==> src/rtl/quic_pkg.sv <==
`default_nettype none
// ----------------------------------------------------------------------------
// quic_pkg : shared types and constants for the QUIC receive path
// Rev 1.0
// ----------------------------------------------------------------------------
package quic_pkg;

  localparam int QUIC_BYTE_W = 8;

  typedef enum logic [1:0] {
    IDLE  = 2'd0,
    XFER  = 2'd1,
    DRAIN = 2'd2,
    ABORT = 2'd3
  } quic_rx_arb_state_e;

endpackage
`default_nettype wire

==> src/rtl/quic_rx_arb_if.sv <==
`default_nettype none
// ----------------------------------------------------------------------------
// quic_rx_arb_if : byte-source and parser handshake bundle for quic_rx_arb
// Rev 1.0
// ----------------------------------------------------------------------------
interface quic_rx_arb_if #(
  parameter int N_SRC = 4
);
  import quic_pkg::*;

  localparam int IDX_W = (N_SRC > 1) ? $clog2(N_SRC) : 1;

  logic [N_SRC-1:0]             src_valid;
  logic [QUIC_BYTE_W*N_SRC-1:0] src_data;
  logic [N_SRC-1:0]             src_last;
  logic [N_SRC-1:0]             src_ready;
  logic                         par_valid;
  logic [QUIC_BYTE_W-1:0]       par_data;
  logic                         par_last;
  logic                         par_ready;
  logic [IDX_W-1:0]             par_src;
  logic                         par_err;
  logic                         par_abort;

  // master is the arbiter, slave is the surrounding sources plus parser
  modport master (
    input  src_valid, src_data, src_last, par_ready, par_err,
    output src_ready, par_valid, par_data, par_last, par_src, par_abort
  );

  modport slave (
    output src_valid, src_data, src_last, par_ready, par_err,
    input  src_ready, par_valid, par_data, par_last, par_src, par_abort
  );

endinterface
`default_nettype wire

==> src/rtl/rr_pick.sv <==
`default_nettype none
// ----------------------------------------------------------------------------
// rr_pick : combinational round-robin finder, searches req from ptr+1 with wrap
// Rev 1.0
// ----------------------------------------------------------------------------
module rr_pick #(
  parameter int N = 4,
  parameter int W = (N > 1) ? $clog2(N) : 1
) (
  input  logic [N-1:0] req,
  input  logic [W-1:0] ptr,
  output logic         found,
  output logic [W-1:0] idx
);

  function automatic logic [W-1:0] wrap_add(input logic [W-1:0] base, input int step);
    int s;
    s = int'(base) + step;
    if (s >= N) s = s - N;
    return W'(s);
  endfunction

  always_comb begin
    found = 1'b0;
    idx   = '0;
    for (int k = 1; k <= N; k++) begin
      if (!found && req[wrap_add(ptr, k)]) begin
        found = 1'b1;
        idx   = wrap_add(ptr, k);
      end
    end
  end

endmodule
`default_nettype wire

==> src/rtl/quic_rx_arb.sv <==
`default_nettype none
// ----------------------------------------------------------------------------
// quic_rx_arb : round-robin packet arbiter sharing one QUIC header parser
// Rev 1.0
// ----------------------------------------------------------------------------
module quic_rx_arb
  import quic_pkg::*;
#(
  parameter int N_SRC   = 4,
  parameter int TIMEOUT = 255
) (
  input  logic               clk,
  input  logic               rst,
  quic_rx_arb_if.master      bus,
  output logic               busy,
  output logic [15:0]        pkt_cnt,
  output logic [15:0]        drop_cnt
);

  localparam int          IDX_W    = (N_SRC > 1) ? $clog2(N_SRC) : 1;
  localparam logic [15:0] TMO_LAST = 16'(TIMEOUT - 1);

  quic_rx_arb_state_e state, state_nxt;

  logic [IDX_W-1:0]       grant;
  logic [IDX_W-1:0]       rr_ptr;
  logic [N_SRC-1:0]       stale;
  logic [N_SRC-1:0]       stale_nxt;
  logic [15:0]            idle_ctr;
  logic                   pick_found;
  logic [IDX_W-1:0]       pick_idx;
  logic                   g_valid;
  logic                   g_last;
  logic [QUIC_BYTE_W-1:0] g_data;
  logic                   beat;
  logic                   stall;
  logic                   tmo;
  logic                   pkt_inc;
  logic                   drop_inc;
  logic [N_SRC-1:0]       ready_v;
  logic                   pv;
  logic [QUIC_BYTE_W-1:0] pd;
  logic                   pl;
  logic                   pa;

  rr_pick #(.N(N_SRC), .W(IDX_W)) u_pick (
    .req   (bus.src_valid & ~stale),
    .ptr   (rr_ptr),
    .found (pick_found),
    .idx   (pick_idx)
  );

  assign g_valid = bus.src_valid[grant];
  assign g_last  = bus.src_last[grant];
  assign g_data  = bus.src_data[QUIC_BYTE_W*int'(grant) +: QUIC_BYTE_W];

  // In DRAIN the source is always ready, so any valid byte is a beat
  assign beat  = ((state == XFER) && g_valid && bus.par_ready) ||
                 ((state == DRAIN) && g_valid);
  assign stall = ((state == XFER) || (state == DRAIN)) && !beat;
  assign tmo   = stall && (idle_ctr == TMO_LAST);

  assign pkt_inc  = (state == XFER) && !bus.par_err && beat && g_last;
  assign drop_inc = ((state == XFER) && bus.par_err && beat && g_last) ||
                    ((state == DRAIN) && beat && g_last) ||
                    (state == ABORT);

  always_ff @(posedge clk or negedge rst) begin
    if (!rst) state <= IDLE;
    else      state <= state_nxt;
  end

  always_comb begin
    state_nxt = state;
    case (state)
      IDLE:  if (pick_found) state_nxt = XFER;
      XFER: begin
        if (bus.par_err)         state_nxt = (beat && g_last) ? IDLE : DRAIN;
        else if (beat && g_last) state_nxt = IDLE;
        else if (tmo)            state_nxt = ABORT;
      end
      DRAIN: begin
        if (beat && g_last) state_nxt = IDLE;
        else if (tmo)       state_nxt = ABORT;
      end
      ABORT:   state_nxt = IDLE;
      default: state_nxt = IDLE;
    endcase
  end

  always_comb begin
    ready_v = stale;
    pv      = 1'b0;
    pd      = '0;
    pl      = 1'b0;
    pa      = 1'b0;
    case (state)
      XFER: begin
        pv             = g_valid;
        pd             = g_data;
        pl             = g_last;
        ready_v[grant] = ready_v[grant] | bus.par_ready;
      end
      DRAIN:   ready_v[grant] = 1'b1;
      ABORT:   pa = 1'b1;
      default: ;
    endcase
  end

  // A stale source leaves quarantine once its trailing last byte is swallowed
  always_comb begin
    stale_nxt = stale & ~(bus.src_valid & bus.src_last);
    if (state == ABORT) stale_nxt[grant] = 1'b1;
  end

  always_ff @(posedge clk or negedge rst) begin
    if (!rst) begin
      grant    <= '0;
      rr_ptr   <= IDX_W'(N_SRC - 1);
      stale    <= '0;
      idle_ctr <= '0;
      pkt_cnt  <= '0;
      drop_cnt <= '0;
    end else begin
      if ((state == IDLE) && pick_found) begin
        grant  <= pick_idx;
        rr_ptr <= pick_idx;
      end
      stale <= stale_nxt;
      if ((state_nxt != state) || beat) idle_ctr <= '0;
      else if (stall)                   idle_ctr <= idle_ctr + 16'd1;
      if (pkt_inc && (pkt_cnt != 16'hFFFF))   pkt_cnt  <= pkt_cnt + 16'd1;
      if (drop_inc && (drop_cnt != 16'hFFFF)) drop_cnt <= drop_cnt + 16'd1;
    end
  end

  assign bus.src_ready = ready_v;
  assign bus.par_valid = pv;
  assign bus.par_data  = pd;
  assign bus.par_last  = pl;
  assign bus.par_abort = pa;
  assign bus.par_src   = grant;
  assign busy          = (state != IDLE);

endmodule
`default_nettype wire
==> src/flat_wrapper.sv <==
// flat-port wrapper written by rule: the top's interface ports become plain ports
module quic_rx_arb_flat import quic_pkg::*;
#(
  parameter int N_SRC   = 4,
  parameter int TIMEOUT = 255
)
  (clk, rst, busy, pkt_cnt, drop_cnt, bus_src_valid, bus_src_data, bus_src_last, bus_par_ready, bus_par_err, bus_src_ready, bus_par_valid, bus_par_data, bus_par_last, bus_par_src, bus_par_abort);
  quic_rx_arb_if #(.N_SRC(N_SRC)) bus_i ();
  input  logic clk;
  input  logic rst;
  output logic busy;
  output logic [15:0] pkt_cnt;
  output logic [15:0] drop_cnt;
  input wire logic [$bits(bus_i.src_valid)-1:0] bus_src_valid;
  input wire logic [$bits(bus_i.src_data)-1:0] bus_src_data;
  input wire logic [$bits(bus_i.src_last)-1:0] bus_src_last;
  input wire logic [$bits(bus_i.par_ready)-1:0] bus_par_ready;
  input wire logic [$bits(bus_i.par_err)-1:0] bus_par_err;
  output wire logic [$bits(bus_i.src_ready)-1:0] bus_src_ready;
  output wire logic [$bits(bus_i.par_valid)-1:0] bus_par_valid;
  output wire logic [$bits(bus_i.par_data)-1:0] bus_par_data;
  output wire logic [$bits(bus_i.par_last)-1:0] bus_par_last;
  output wire logic [$bits(bus_i.par_src)-1:0] bus_par_src;
  output wire logic [$bits(bus_i.par_abort)-1:0] bus_par_abort;
  assign bus_i.src_valid = bus_src_valid;
  assign bus_i.src_data = bus_src_data;
  assign bus_i.src_last = bus_src_last;
  assign bus_i.par_ready = bus_par_ready;
  assign bus_i.par_err = bus_par_err;
  assign bus_src_ready = bus_i.src_ready;
  assign bus_par_valid = bus_i.par_valid;
  assign bus_par_data = bus_i.par_data;
  assign bus_par_last = bus_i.par_last;
  assign bus_par_src = bus_i.par_src;
  assign bus_par_abort = bus_i.par_abort;
  quic_rx_arb #(.N_SRC(N_SRC), .TIMEOUT(TIMEOUT)) u_core (.clk(clk), .rst(rst), .bus(bus_i), .busy(busy), .pkt_cnt(pkt_cnt), .drop_cnt(drop_cnt));
endmodule
==> config.mk <==
export PLATFORM = sky130hd
export DESIGN_NAME = quic_rx_arb_flat
export DESIGN_NICKNAME = d
export VERILOG_FILES = /design/src/rtl/quic_pkg.sv /design/src/rtl/quic_rx_arb_if.sv /design/src/rtl/rr_pick.sv /design/src/rtl/quic_rx_arb.sv /design/src/flat_wrapper.sv
export SDC_FILE = /design/constraint.sdc
export NUM_CORES = 1
export LEC_CHECK = 0
export ABC_AREA = 1
export CAP_MARGIN = 20
export CORE_MARGIN = 2
export CORE_UTILIZATION = 42
export DETAILED_ROUTE_END_ITERATION = 10
export PLACE_DENSITY_LB_ADDON = 0.1
export SYNTH_ARGS = -nofsm -noshare
export SYNTH_HDL_FRONTEND = slang
export SYNTH_HIERARCHICAL = 1
export SYNTH_SLANG_ARGS = --single-unit
==> constraint.sdc <==
create_clock -name clk -period 2.77 [get_ports clk]
set_input_delay 0.4155 -clock clk [delete_from_list [all_inputs] [get_ports clk]]
set_output_delay 0.4155 -clock clk [all_outputs]
set_load 0.03 [all_outputs]
==> reports/qor.log <==
[outcome] status finished clean
[routing] average via count per standard cell 4.894
[critical_path] required time reported for the critical path endpoint 2.35 ns
[timing] setup TNS 0 ns
[critical_path] Startpoint Class flip-flop
[final_layout] area of the multi-input gates 2330 um^2
[placed_design] post-DP HPWL 7574 um
[placed_design] input/output buffers 93
[critical_path] worst flop-to-flop path startpoint u_core/rr_ptr[0]$_DFFE_PN1P_
[power] maximum resistive drop on vdd 0.0005478 V
[cts] CTS root buffer sky130_fd_sc_hd__clkbuf_8
[timing] final critical path time including I/O delays and setup 2.592 ns
[synth] mean area per synthesized cell 7.618 um^2
[routing] detailed-route DRC error count 0
[final_layout] filler-free cell count of the finished design 770
[hold_path] Tightest Hold Check Type in -> async
[placed_design] cell area after placement 5141 um^2
[die] Top-Level Pins 94
[cts] buffer depth of the longest clock path 2
[critical_path] category of the critical setup timing path reg -> out
[timing] RSZ-0062 raised after global routing false
[routing] via count 3768
[critical_path] endpoint arrival time on the critical path 2.18 ns
[final_layout] commonest cells after routing, fill and taps aside sky130_fd_sc_hd__nand2_1 (149), sky130_fd_sc_hd__clkdlybuf4s50_1 (80), sky130_fd_sc_hd__dfrtp_1 (56)
[synth] dominant synthesized flop cell sky130_fd_sc_hd__dfrtp_1
[die] die boundary height 102.1 um
[global_route] via count of the first global-routing pass 3540
[synth] number of flip-flops and latches in the synthesized netlist 58
[critical_path] reg2reg setup slack 0.40 ns
[global_route] initial antenna violation count 0
[global_route] global route total overflow 0
[placed_design] pre-CTS setup slack 0.1334 ns
[job] reported max-cap violation count 0
[global_route] global-route usage over all layers 19.89%
[cts] clock tree from TritonCTS done
[timing] Slew Limit Headroom 69.43%
[power] share of total power in combinational logic 58.7%
[final_layout] Final Core Density 58.05%
[critical_path] CP top delay family buffers and inverters
[routing] drt wl/cell 13.03 um
[power] Switch Pwr 2.338 mW
[routing] remaining antenna violation count 0
[final_layout] commonest non-fill, non-tap cell in the layout sky130_fd_sc_hd__nand2_1
[power] pwr dens 883.8 nW/um^2
[global_route] wire length of the first global-routing pass 16460 um
[synth] post-synthesis cell area 4045 um^2
[placed_design] count of placed standard cells including taps 753
[final_layout] filler instances 912
[cts] CTS clk-pin slew, worst paths 0.07 ns
[timing] Max Transition Viols Final 0
[synth] number of flops mapped to enable cells by yosys 0
[synth] library cells used by synthesis 37
[synth] Yosys Warn Count 6
[global_route] maximum number of pins on one net before global-route repair 44
[synth] cells taking the most area after synthesis sky130_fd_sc_hd__dfrtp_1 (35%), sky130_fd_sc_hd__nand2_1 (14%), sky130_fd_sc_hd__xor2_1 (5.8%), sky130_fd_sc_hd__nor2_1 (4.5%), sky130_fd_sc_hd__inv_1 (4.0%)
[synth] register area share after synthesis 35.94%
[timing] setup violation total in the final timing report 0
[routing] total wirelength of the detailed-routed design 10040 um
[power] part of the power in registers 24.4%
[critical_path] R2R cell count 13
[critical_path] maximum cell stage delay along the critical path 0.69 ns
[synth] share of async-settable or async-resettable flops after synthesis 100.0%
[die] Die Span X 102.1 um
[critical_path] type of element capturing the critical path output port
[final_layout] number of antenna repair diodes 0
[power] fraction of power spent switching nets 49.09%
[cts] total CTS buffers 9
[critical_path] number of buffer and inverter instances along the worst setup path 3
[synth] number of standard cells after synthesis 531
[synth] syn_nets 584
[final_layout] fraction of final layout cells with drive strength greater than 1 13.88%
[placed_design] final estimated routing congestion in global placement 0.8404
[die] core area 9284 um^2
[power] cell leakage power 2.428 nW
[power] internal portion of total power 2.425 mW
[final_layout] Storage cell area 1454 um^2
[synth] post-synthesis cell type with the largest combined area sky130_fd_sc_hd__dfrtp_1
[timing] part of the cycle the worst path needs 93.59%
[cts] H-tree levels 3
[final_layout] summed area of non-filler cells in the final layout 5389 um^2
[routing] DR pass1 iterations 4
[critical_path] cells along the critical path inv_2 > nor2_2 > buf_4 > a22oi_1 > a21oi_1 > clkdlybuf4s50_1
[timing] fin worst setup slack 0.1775 ns
[critical_path] slowest library cell on the worst path sky130_fd_sc_hd__clkdlybuf4s50_1
[routing] number of DRC markers in iteration 0 202
[die] area of the die 10430 um^2
[critical_path] Crit Path Max Fanout 12
[die] # rows 35
[cts] hold buffer count at cts 0
[timing] timing-limited maximum frequency 385.7 MHz
[cts] total clock sinks 58
[critical_path] FF-to-FF End u_core/idle_ctr[2]$_DFFE_PN0P_
[die] effective utilization at floorplan 43.57%
[synth] area share of the leading cell type in the synthesized netlist 34.64%
[final_layout] synthesis-to-layout area growth 33.22%
[power] part of the power in the clock network 16.9%
[timing] Setup Skew 0.007660 ns
[timing] number of failing hold endpoints at the final stage 0
[timing] slew at the pin closest to its max-slew limit 0.4575 ns
[final_layout] Post-layout nets 689
[cts] source-to-sink clock delay at the later pin of the worst-skew pair 0.33 ns
-- power by group through the flow --
stage               clock network (mW)  logic, mW  registers (mW)
floorplan                            0       1.94            1.23
global placement                     0       2.77            1.17
detailed placement                   0       2.81            1.18
CTS                              0.832       2.82            1.16
global route                     0.877       3.10            1.18
finish                           0.805       2.80            1.16
-- final cells by class --
| cell class | instances | area share, % |
|---|---|---|
| inverters | 49 | 3.506 |
| clock buffers | 12 | 2.879 |
| flip-flops and latches | 58 | 26.98 |
| repair buffers | 107 | 19.48 |
| well taps | 129 | 2.995 |
| clock inverters | 4 | 0.9287 |
| multi-input cells | 411 | 43.23 |
-- registers in the layout, summed over array words and instances, names as in the netlist --
name,cells
u_core/bus.par_src,2
u_core/drop_cnt,16
u_core/idle_ctr,16
u_core/pkt_cnt,16
u_core/rr_ptr,2
u_core/stale,4
u_core/state,2
-- repair_timing --
action | 4_1_cts | 5_1_grt
setup buffers | 0 | 0
gates resized for setup | 2 | 8
pin swaps | 0 | 0
setup endpoints to repair | 1 | 10
-- stage by stage --
| stage | power, mW | hold WS [ns] |
|---|---|---|
| after floorplan | 3.171 | 0.1199 |
| after global placement | 3.943 | 0.4866 |
| after detailed placement | 3.984 | 0.4962 |
| after CTS | 4.810 | 0.2870 |
| after global routing | 5.159 | 0.01341 |
| final | 4.763 | 0.01184 |
-- layer usage --
metal | track usage (%) | part of all wire, % | vias to the layer above
li1 | - | - | 1933
met3 | 5.472 | 6.9 | 9
met1 | 26.04 | 47 | 1721
met2 | 33.20 | 45 | 105
met5 | 0 | 0 | -
met4 | 4.205 | 0.95 | 0
-- worst max path at each step --
stage	startpoint	to	slack, ns	cells after the start
floorplan	u_core/bus.par_src[1]$_DFFE_PN0P_	bus_src_ready[2]	0.48	7
global placement	u_core/bus.par_src[0]$_DFFE_PN0P_	bus_par_last	0.20	7
detailed placement	bus_src_valid[2]	u_core/idle_ctr[5]$_DFFE_PN0P_	0.13	15
CTS	u_core/bus.par_src[0]$_DFFE_PN0P_	bus_par_data[1]	0.07	6
global route	u_core/bus.par_src[0]$_DFFE_PN0P_	bus_par_data[7]	0.05	6
finish	u_core/bus.par_src[0]$_DFFE_PN0P_	bus_par_data[7]	0.18	6
-- worst reg2reg max path, stage by stage (launching register included) --
cell and delay (ns):
sky130_fd_sc_hd__dfstp_2 0.68, sky130_fd_sc_hd__inv_6 0.08, sky130_fd_sc_hd__nand2_2 0.07, sky130_fd_sc_hd__nand2_1 0.06
sky130_fd_sc_hd__nand2_1 0.09, sky130_fd_sc_hd__nand2_2 0.07, sky130_fd_sc_hd__nor2_4 0.13, sky130_fd_sc_hd__nand4_1 0.15
sky130_fd_sc_hd__o21ai_0 0.30, sky130_fd_sc_hd__nand2_2 0.09, sky130_fd_sc_hd__nand2_1 0.06, sky130_fd_sc_hd__nand2_1 0.08
sky130_fd_sc_hd__nand2_4 0.30, sky130_fd_sc_hd__nor2_1 0.08
-- cells by family after synthesis --
| kind of cell | share of synthesized area, % |
|---|---|
| and+or+nand+nor | 36.68 |
| buffers and inverters | 6.619 |
| DFF | 35.94 |
| AOI/OAI and AO/OA | 8.444 |
| xor gates and xnor gates | 9.527 |
| adders and majority gates | 2.784 |
-- cells in the mapped netlist (7+ instances only) --
library cell	n
sky130_fd_sc_hd__nand3_1	31
sky130_fd_sc_hd__inv_1	43
sky130_fd_sc_hd__ha_1	9
sky130_fd_sc_hd__nand2_2	14
sky130_fd_sc_hd__o21ai_0	14
sky130_fd_sc_hd__nand2_4	9
sky130_fd_sc_hd__dfrtp_1	56
sky130_fd_sc_hd__nand2_1	149
sky130_fd_sc_hd__xnor2_1	17
sky130_fd_sc_hd__xor2_1	27
sky130_fd_sc_hd__nor2_1	49
sky130_fd_sc_hd__nor3_1	9
sky130_fd_sc_hd__a22oi_1	18
sky130_fd_sc_hd__a21oi_1	16
sky130_fd_sc_hd__clkbuf_1	7
sky130_fd_sc_hd__nor2_4	12
sky130_fd_sc_hd__nand4_1	17
(Power assumes the default switching activity.)
